### src/rtl/fb_combiner_if.sv
// Handshake and configuration bundle between a feedback source and fb_combiner.
// Latency: none (wires only).
// Backpressure: none; fb_cond and dac_strb are single-cycle strobes.
interface fb_combiner_if #(
    parameter int NCH   = 4,
    parameter int IN_W  = 15,
    parameter int OUT_W = 13
);
    logic                  store_strb;
    logic                  fb_cond;
    logic [NCH*IN_W-1:0]   ch_in;
    logic [NCH-1:0]        ch_en_b;
    logic [OUT_W-1:0]      offset_b;
    logic [OUT_W-1:0]      const_dac_b;
    logic [1:0]            mode_b;
    logic                  fb_en_b;
    logic                  sat_en_b;
    logic                  oflow_clr;
    logic [OUT_W-1:0]      fb_sgnl;
    logic                  dac_strb;
    logic                  oflow;
    logic [15:0]           upd_cnt;
    logic                  active;

    // Stimulus side: drives window, samples and configuration.
    modport master (
        output store_strb, fb_cond, ch_in, ch_en_b, offset_b, const_dac_b,
               mode_b, fb_en_b, sat_en_b, oflow_clr,
        input  fb_sgnl, dac_strb, oflow, upd_cnt, active
    );

    // Combiner side.
    modport slave (
        input  store_strb, fb_cond, ch_in, ch_en_b, offset_b, const_dac_b,
               mode_b, fb_en_b, sat_en_b, oflow_clr,
        output fb_sgnl, dac_strb, oflow, upd_cnt, active
    );
endinterface

### src/rtl/fb_combiner.sv
// Sums gain-scaled channels plus offset into a DAC word with const/ramp modes.
// Latency: fb_cond to dac_strb/fb_sgnl is 3 cycles while the window stays open.
// Backpressure: none; updates in flight when the window closes are dropped.
module fb_combiner #(
    parameter int NCH   = 4,
    parameter int IN_W  = 15,
    parameter int OUT_W = 13
) (
    input  logic         clk,
    input  logic         rst,
    fb_combiner_if.slave bus
);
    localparam int SUM_W = IN_W + $clog2(NCH) + 1;
    localparam int CFG_W = NCH + 2 * OUT_W + 4;

    typedef enum logic {
        IDLE   = 1'b0,
        ACTIVE = 1'b1
    } state_t;

    // Slow-domain configuration, retimed through two flops before any use.
    (* shreg_extract = "no" *) logic [CFG_W-1:0] sync1_q;
    (* shreg_extract = "no" *) logic [CFG_W-1:0] sync2_q;

    logic [NCH-1:0]   ch_en_s;
    logic [OUT_W-1:0] offset_s;
    logic [OUT_W-1:0] const_s;
    logic [1:0]       mode_s;
    logic             fb_en_s;
    logic             sat_en_s;

    assign {ch_en_s, offset_s, const_s, mode_s, fb_en_s, sat_en_s} = sync2_q;

    state_t                    state_q, state_d;
    logic [1:0]                mode_q, mode_d;
    logic                      v1_q, v1_d;
    logic                      v2_q, v2_d;
    logic [NCH-1:0][IN_W-1:0]  s1_ch_q, s1_ch_d;
    logic [SUM_W-1:0]          s2_sum_q, s2_sum_d;
    logic [OUT_W-1:0]          fb_q, fb_d;
    logic                      strb_q, strb_d;
    logic                      oflow_q, oflow_d;
    logic                      first_q, first_d;
    logic [15:0]               cnt_q, cnt_d;

    logic                      entry;
    logic                      run;
    logic                      upd;
    logic [SUM_W-1:0]          acc;
    logic [SUM_W-OUT_W:0]      sum_hi;
    logic                      ovf_raw;
    logic [OUT_W-1:0]          sat_val;
    logic [OUT_W-1:0]          fb_val;
    logic [OUT_W-1:0]          new_val;

    // Window FSM: open while store_strb is high.
    always_comb begin
        state_d = state_q;
        case (state_q)
            IDLE:    if (bus.store_strb)  state_d = ACTIVE;
            ACTIVE:  if (!bus.store_strb) state_d = IDLE;
            default: state_d = IDLE;
        endcase
    end

    // Pipeline, output select and status next-state.
    always_comb begin
        entry = (state_q == IDLE) && (state_d == ACTIVE);
        run   = (state_q == ACTIVE);
        // An update is only issued if the window is still open when it lands.
        upd   = v2_q && run && (state_d == ACTIVE);

        // S1: capture samples; valid bits die whenever the window is shut.
        v1_d = bus.fb_cond && run;
        for (int k = 0; k < NCH; k++) begin
            s1_ch_d[k] = ch_en_s[k] ? bus.ch_in[k*IN_W +: IN_W] : '0;
        end

        // S2: full-width sum, wide enough that it cannot overflow itself.
        v2_d = v1_q && run;
        acc  = {{(SUM_W-OUT_W){offset_s[OUT_W-1]}}, offset_s};
        for (int k = 0; k < NCH; k++) begin
            acc = acc + {{(SUM_W-IN_W){s1_ch_q[k][IN_W-1]}}, s1_ch_q[k]};
        end
        s2_sum_d = acc;

        // S3: the sum fits OUT_W iff all bits from the OUT_W sign bit up agree.
        sum_hi  = s2_sum_q[SUM_W-1:OUT_W-1];
        ovf_raw = !((&sum_hi) || !(|sum_hi));
        sat_val = s2_sum_q[SUM_W-1] ? {1'b1, {(OUT_W-1){1'b0}}}
                                    : {1'b0, {(OUT_W-1){1'b1}}};
        fb_val  = (ovf_raw && sat_en_s) ? sat_val : s2_sum_q[OUT_W-1:0];

        case (mode_q)
            2'd0:    new_val = fb_en_s ? fb_val : '0;
            2'd1:    new_val = const_s;
            2'd2:    new_val = first_q ? const_s : fb_q + OUT_W'(1);
            default: new_val = '0;
        endcase

        fb_d = fb_q;
        if (state_d != ACTIVE) begin
            fb_d = '0;
        end else if (upd) begin
            fb_d = new_val;
        end

        strb_d  = upd;
        oflow_d = (oflow_q && !bus.oflow_clr) || (upd && (mode_q == 2'd0) && ovf_raw);

        cnt_d = cnt_q;
        if (entry) begin
            cnt_d = '0;
        end else if (upd && (cnt_q != 16'hFFFF)) begin
            cnt_d = cnt_q + 16'd1;
        end

        mode_d = entry ? mode_s : mode_q;

        first_d = first_q;
        if (entry) begin
            first_d = 1'b1;
        end else if (upd) begin
            first_d = 1'b0;
        end
    end

    // Configuration synchroniser.
    always_ff @(posedge clk) begin
        if (rst) begin
            sync1_q <= '0;
            sync2_q <= '0;
        end else begin
            sync1_q <= {bus.ch_en_b, bus.offset_b, bus.const_dac_b,
                        bus.mode_b, bus.fb_en_b, bus.sat_en_b};
            sync2_q <= sync1_q;
        end
    end

    // State, pipeline and output registers.
    always_ff @(posedge clk) begin
        if (rst) begin
            state_q  <= IDLE;
            mode_q   <= 2'd0;
            v1_q     <= 1'b0;
            v2_q     <= 1'b0;
            s1_ch_q  <= '0;
            s2_sum_q <= '0;
            fb_q     <= '0;
            strb_q   <= 1'b0;
            oflow_q  <= 1'b0;
            first_q  <= 1'b0;
            cnt_q    <= '0;
        end else begin
            state_q  <= state_d;
            mode_q   <= mode_d;
            v1_q     <= v1_d;
            v2_q     <= v2_d;
            s1_ch_q  <= s1_ch_d;
            s2_sum_q <= s2_sum_d;
            fb_q     <= fb_d;
            strb_q   <= strb_d;
            oflow_q  <= oflow_d;
            first_q  <= first_d;
            cnt_q    <= cnt_d;
        end
    end

    assign bus.fb_sgnl  = fb_q;
    assign bus.dac_strb = strb_q;
    assign bus.oflow    = oflow_q;
    assign bus.upd_cnt  = cnt_q;
    assign bus.active   = (state_q == ACTIVE);
endmodule
### src/flat_wrapper.sv
// flat-port wrapper written by rule: the top's interface ports become plain ports
module fb_combiner_flat 
#(
    parameter int NCH   = 4,
    parameter int IN_W  = 15,
    parameter int OUT_W = 13
)
  (clk, rst, bus_store_strb, bus_fb_cond, bus_ch_in, bus_ch_en_b, bus_offset_b, bus_const_dac_b, bus_mode_b, bus_fb_en_b, bus_sat_en_b, bus_oflow_clr, bus_fb_sgnl, bus_dac_strb, bus_oflow, bus_upd_cnt, bus_active);
  fb_combiner_if #(.NCH(NCH), .IN_W(IN_W), .OUT_W(OUT_W)) bus_i ();
  input  logic clk;
  input  logic rst;
  input wire logic [$bits(bus_i.store_strb)-1:0] bus_store_strb;
  input wire logic [$bits(bus_i.fb_cond)-1:0] bus_fb_cond;
  input wire logic [$bits(bus_i.ch_in)-1:0] bus_ch_in;
  input wire logic [$bits(bus_i.ch_en_b)-1:0] bus_ch_en_b;
  input wire logic [$bits(bus_i.offset_b)-1:0] bus_offset_b;
  input wire logic [$bits(bus_i.const_dac_b)-1:0] bus_const_dac_b;
  input wire logic [$bits(bus_i.mode_b)-1:0] bus_mode_b;
  input wire logic [$bits(bus_i.fb_en_b)-1:0] bus_fb_en_b;
  input wire logic [$bits(bus_i.sat_en_b)-1:0] bus_sat_en_b;
  input wire logic [$bits(bus_i.oflow_clr)-1:0] bus_oflow_clr;
  output wire logic [$bits(bus_i.fb_sgnl)-1:0] bus_fb_sgnl;
  output wire logic [$bits(bus_i.dac_strb)-1:0] bus_dac_strb;
  output wire logic [$bits(bus_i.oflow)-1:0] bus_oflow;
  output wire logic [$bits(bus_i.upd_cnt)-1:0] bus_upd_cnt;
  output wire logic [$bits(bus_i.active)-1:0] bus_active;
  assign bus_i.store_strb = bus_store_strb;
  assign bus_i.fb_cond = bus_fb_cond;
  assign bus_i.ch_in = bus_ch_in;
  assign bus_i.ch_en_b = bus_ch_en_b;
  assign bus_i.offset_b = bus_offset_b;
  assign bus_i.const_dac_b = bus_const_dac_b;
  assign bus_i.mode_b = bus_mode_b;
  assign bus_i.fb_en_b = bus_fb_en_b;
  assign bus_i.sat_en_b = bus_sat_en_b;
  assign bus_i.oflow_clr = bus_oflow_clr;
  assign bus_fb_sgnl = bus_i.fb_sgnl;
  assign bus_dac_strb = bus_i.dac_strb;
  assign bus_oflow = bus_i.oflow;
  assign bus_upd_cnt = bus_i.upd_cnt;
  assign bus_active = bus_i.active;
  fb_combiner #(.NCH(NCH), .IN_W(IN_W), .OUT_W(OUT_W)) u_core (.clk(clk), .rst(rst), .bus(bus_i));
endmodule
### config.mk
export PLATFORM = sky130hd
export DESIGN_NAME = fb_combiner_flat
export DESIGN_NICKNAME = d
export VERILOG_FILES = /design/src/rtl/fb_combiner_if.sv /design/src/rtl/fb_combiner.sv /design/src/flat_wrapper.sv
export SDC_FILE = /design/constraint.sdc
export NUM_CORES = 1
export LEC_CHECK = 0
export ABC_CLOCK_PERIOD_IN_PS = 4400
export CORE_MARGIN = 4
export CORE_UTILIZATION = 49
export DETAILED_ROUTE_END_ITERATION = 12
export PLACE_DENSITY = 0.76
export SYNTH_ARGS = -nofsm -noshare
export SYNTH_HDL_FRONTEND = slang
export SYNTH_SLANG_ARGS = --single-unit
### constraint.sdc
create_clock -name clk -period 4.4 [get_ports clk]
set_clock_uncertainty 0.05 [all_clocks]
set_input_delay 1.1 -clock clk [delete_from_list [all_inputs] [get_ports clk]]
set_output_delay 1.1 -clock clk [all_outputs]
set_load 0.02 [all_outputs]
==> flow_summary.yaml <==
status:
  status: "finished, final reports clean"
setup_path:
  r2r-start: "u_core.sync2_q[21]"
  criticalPathCategory: "reg2reg"
  worstSetupStartpointType: "register"
  ff2ff_path_depth: 15
  crit_chain: "ha_1 > o21a_1 > o21a_1 > o221ai_4 > nor3_2 > o41a_1 > fa_1 > inv_1 > fa_2 > ha_4 > and2_1 > and2_4 > a221oi_2 > nand3_1 > mux2_4"
  path_common_cell: "o21a_1"
  r2r_setup_slack_ns: 0.14
  critical_path_buf_inv_count: 1
  cp.required_ns: 4.67
  path_depth: 15
  startpoint: "u_core.sync2_q[21]"
  worstSetupEndpointType: "register"
  cp_max_fo: 5
  cp_top_family: "adder cells"
  critPathSlowestCell: "fa_2"
  cp-endpoint: "u_core.s2_sum_q[17]"
  slowest_delay_ns: 0.57
  r2r-end: "u_core.s2_sum_q[17]"
  cp.arrival_ns: 4.53
cells_and_area:
  final_util: 0.647
  postLayoutCellArea_um2: 11200
  fin_nets: 1205
  drive_above_1_share: 0.116
  areaGrowthSynthToFinish_pct: 30.2
  num_antenna_cells: 0
  layout.cells.non_filler: 1276
cts:
  clk_pin_slew_worst_paths_ns: 0.07
  cts_max_level: 4
  cts_root_buf: "clkbuf_16"
  cts_tree: "done"
  clock_sinks: 183
  clk_latency_ns: 0.43
  max-clock-path-buffers: 2
  cts_buffers: 17
routing:
  ant_nets: 0
  wl_um: 18600
  drc_errors: 0
  drt_iter0_markers: 395
  drt-vias-per-instance: 5.00
  vias: 6381
  first_pass_iters: 5
  wl_per_cell_um: 14.6
floorplanning:
  coreArea_um2: 17200
  start_util: 0.497
  dieWidth_um: 140
  rows: 48
  fp.dieH_um: 140
  die_area_um2: 19700
  ios: 131
synth:
  yosys.area.top_type_share: 0.428
  synth_edf_count: 0
  synthMuxAreaShare: 0.0165
  synth_area_per_cell_um2: 9.62
  syn_nets: 1058
  synth_largest_area_cell: "dfxtp_1"
  synth_flop_cell: "dfxtp_1"
  syn_inst: 891
  synth-seq-cells: 183
  synth_compound_area_frac: 0.122
  synth.area.top_cells: "dfxtp_1 43%, fa_1 7.9%, nor2b_1 6.6%"
  yosysUniqueCellTypes: 77
  synth_top_family_by_area: "simple AND/OR/NAND/NOR gates"
  synth_fa_ha_area_frac: 0.129
  ys_warn_count: 0
  netlist_area_um2: 8570
  ys_async_sr_fraction: 0
  synthSimpleGateAreaFrac: 0.214
  ys_seq_area_frac: 0.428
  synth_xor_area_frac: 0.0327
grt:
  grt_antenna_before_repair: 0
  grt_max_degree: 79
  grt_pass1_vias: 6274
  overflow: 0
  grt_first_pass_wirelength_um: 30200
  grt_usage: 0.188
placement:
  gp_congestion: 0.864
  numPortBuffers: 130
  dp_cells: 1234
  hpwl_um: 13300
  placed_area_um2: 10100
power:
  power_frac_clock: 0.447
  seq_power_share: 0.458
  pwr_density_cell_nw_per_um2: 339
  p_leak_nw: 4.54
  combPwrFrac: 0.095
  internal-power_mw: 2.94
  swShare: 0.223
  vdd_ir_drop_max_v: 0.000287
  p_sw_mw: 0.842
sta:
  slew-limit-headroom: 0.175
  fmax_mhz: 235
  hold_violations: 0
  fin_crit_ns: 4.26
  fin_tns_setup_ns: 0
  setup_viol: 0
  fin_crit_sh: 0.969
  finalHoldWorstSlack_ns: 0.383
  slew_violations: 0
  tightestPinTransition_ns: 1.23
hold_path:
  hold_class: "reg2reg"
flow_run:
  drv_cap: 0
==> metrics by stage <==
| step | power, mW | worst slack, ns |
|---|---|---|
| after floorplan | 1.95 | 0.217 |
| after global placement | 2.09 | 0.00616 |
| after CTS | 3.77 | 0.00389 |
| after detailed placement | 2.10 | -0.0685 |
| after global routing | 3.92 | -0.0918 |
| final | 3.78 | 0.136 |
==> state kept, by name, indices dropped and copies added, names as in the netlist <==
register             flops
u_core.bus.active        1
u_core.v2_q              1
u_core.bus.upd_cnt      16
u_core.sync2_q          34
u_core.s1_ch_q          60
u_core.bus.oflow         1
u_core.s2_sum_q         18
u_core.bus.dac_strb      1
u_core.sync1_q          34
u_core.v1_q              1
u_core.first_q           1
u_core.bus.fb_sgnl      13
u_core.mode_q            2
==> layout by cell type (no fill, tap or decap), drive strengths merged, types with 21 or more instances in the layout <==
master,netlist,routed
and2,64,64
clkdlybuf4s50,0,129
ha,34,34
o21ai,24,24
buf,9,28
nor2,58,58
nor3,25,25
nand2,32,32
nor2b,92,92
a21oi,30,30
inv,95,99
dfxtp,183,183
xnor2,21,21
fa,34,34
==> kinds of logic (layout without fill, tap and decap cells) <==
group,Yosys count,count (layout)
simple gates,328,328
flops,183,183
compound gates,143,143
buf+inv,124,284
fa+ha+maj,68,68
xor+xnor,32,32
mux,13,13
==> repair_timing <==
action	CTS	global route
buffers inserted	3	7
hold buffers	0	0
pin swaps	3	32
gates resized for setup	7	53
gates cloned	0	0
hold endpoints to repair	0	0
setup endpoints to repair	4	10
==> metal layers <==
metal | vias to the layer above | global-route usage | routed length (um)
met2 | 181 | 0.310 | 8950
met1 | 2920 | 0.246 | 8430
met5 | - | 0 | 0
met4 | 0 | 0.0490 | 229
li1 | 3261 | - | -
met3 | 19 | 0.0471 | 973
==> layout make-up <==
type | instances | area, um2
fill | 1372 | 6080
multi-input combinational | 584 | 4670
sequential | 183 | 3670
timing repair buffer | 157 | 1520
clock buffer | 19 | 443
inverter | 95 | 357
tap | 225 | 282
clock inverter | 13 | 215
==> power by group through the flow <==
| stage | Sequential, mW | Clock (mW) | Combinational [mW] |
|---|---|---|---|
| 2_1_floorplan | 1.76 | 0 | 0.189 |
| 3_3_place_gp | 1.77 | 0 | 0.324 |
| 3_5_place_dp | 1.77 | 0 | 0.327 |
| 6_report | 1.73 | 1.69 | 0.359 |
| 4_1_cts | 1.73 | 1.71 | 0.331 |
| 5_1_grt | 1.74 | 1.79 | 0.399 |
==> Yosys cell counts (4+ instances only) <==
cell type and n:
a211oi_1 6, a21o_1 4, a21oi_1 28, a22oi_1 7, a31oi_1 5, and2_1 64, and3_1 5, buf_2 4
clkbuf_1 19, dfxtp_1 183, fa_1 34, ha_1 34, inv_1 95, mux2i_1 7, nand2_1 30, nand2b_1 7
nand3_1 13, nand4_1 6, nor2_1 58, nor2b_1 91, nor3_1 25, o211ai_1 15, o21a_1 11, o21ai_0 17
o21ai_1 7, xnor2_1 21, xor2_1 11
==> how the worst min path moves through the flow <==
stage,start,to,slack [ns],cells after the start
2_1_floorplan,u_core.sync1_q[0],u_core.sync2_q[0],0.36,1
3_3_place_gp,u_core.sync1_q[11],u_core.sync2_q[11],0.37,1
5_1_grt,u_core.sync1_q[6],u_core.sync2_q[6],0.40,1
4_1_cts,u_core.sync1_q[16],u_core.sync2_q[16],0.38,1
3_5_place_dp,u_core.sync1_q[16],u_core.sync2_q[16],0.37,1
6_report,u_core.sync1_q[16],u_core.sync2_q[16],0.38,1
Power figures use the tool's default switching activity.
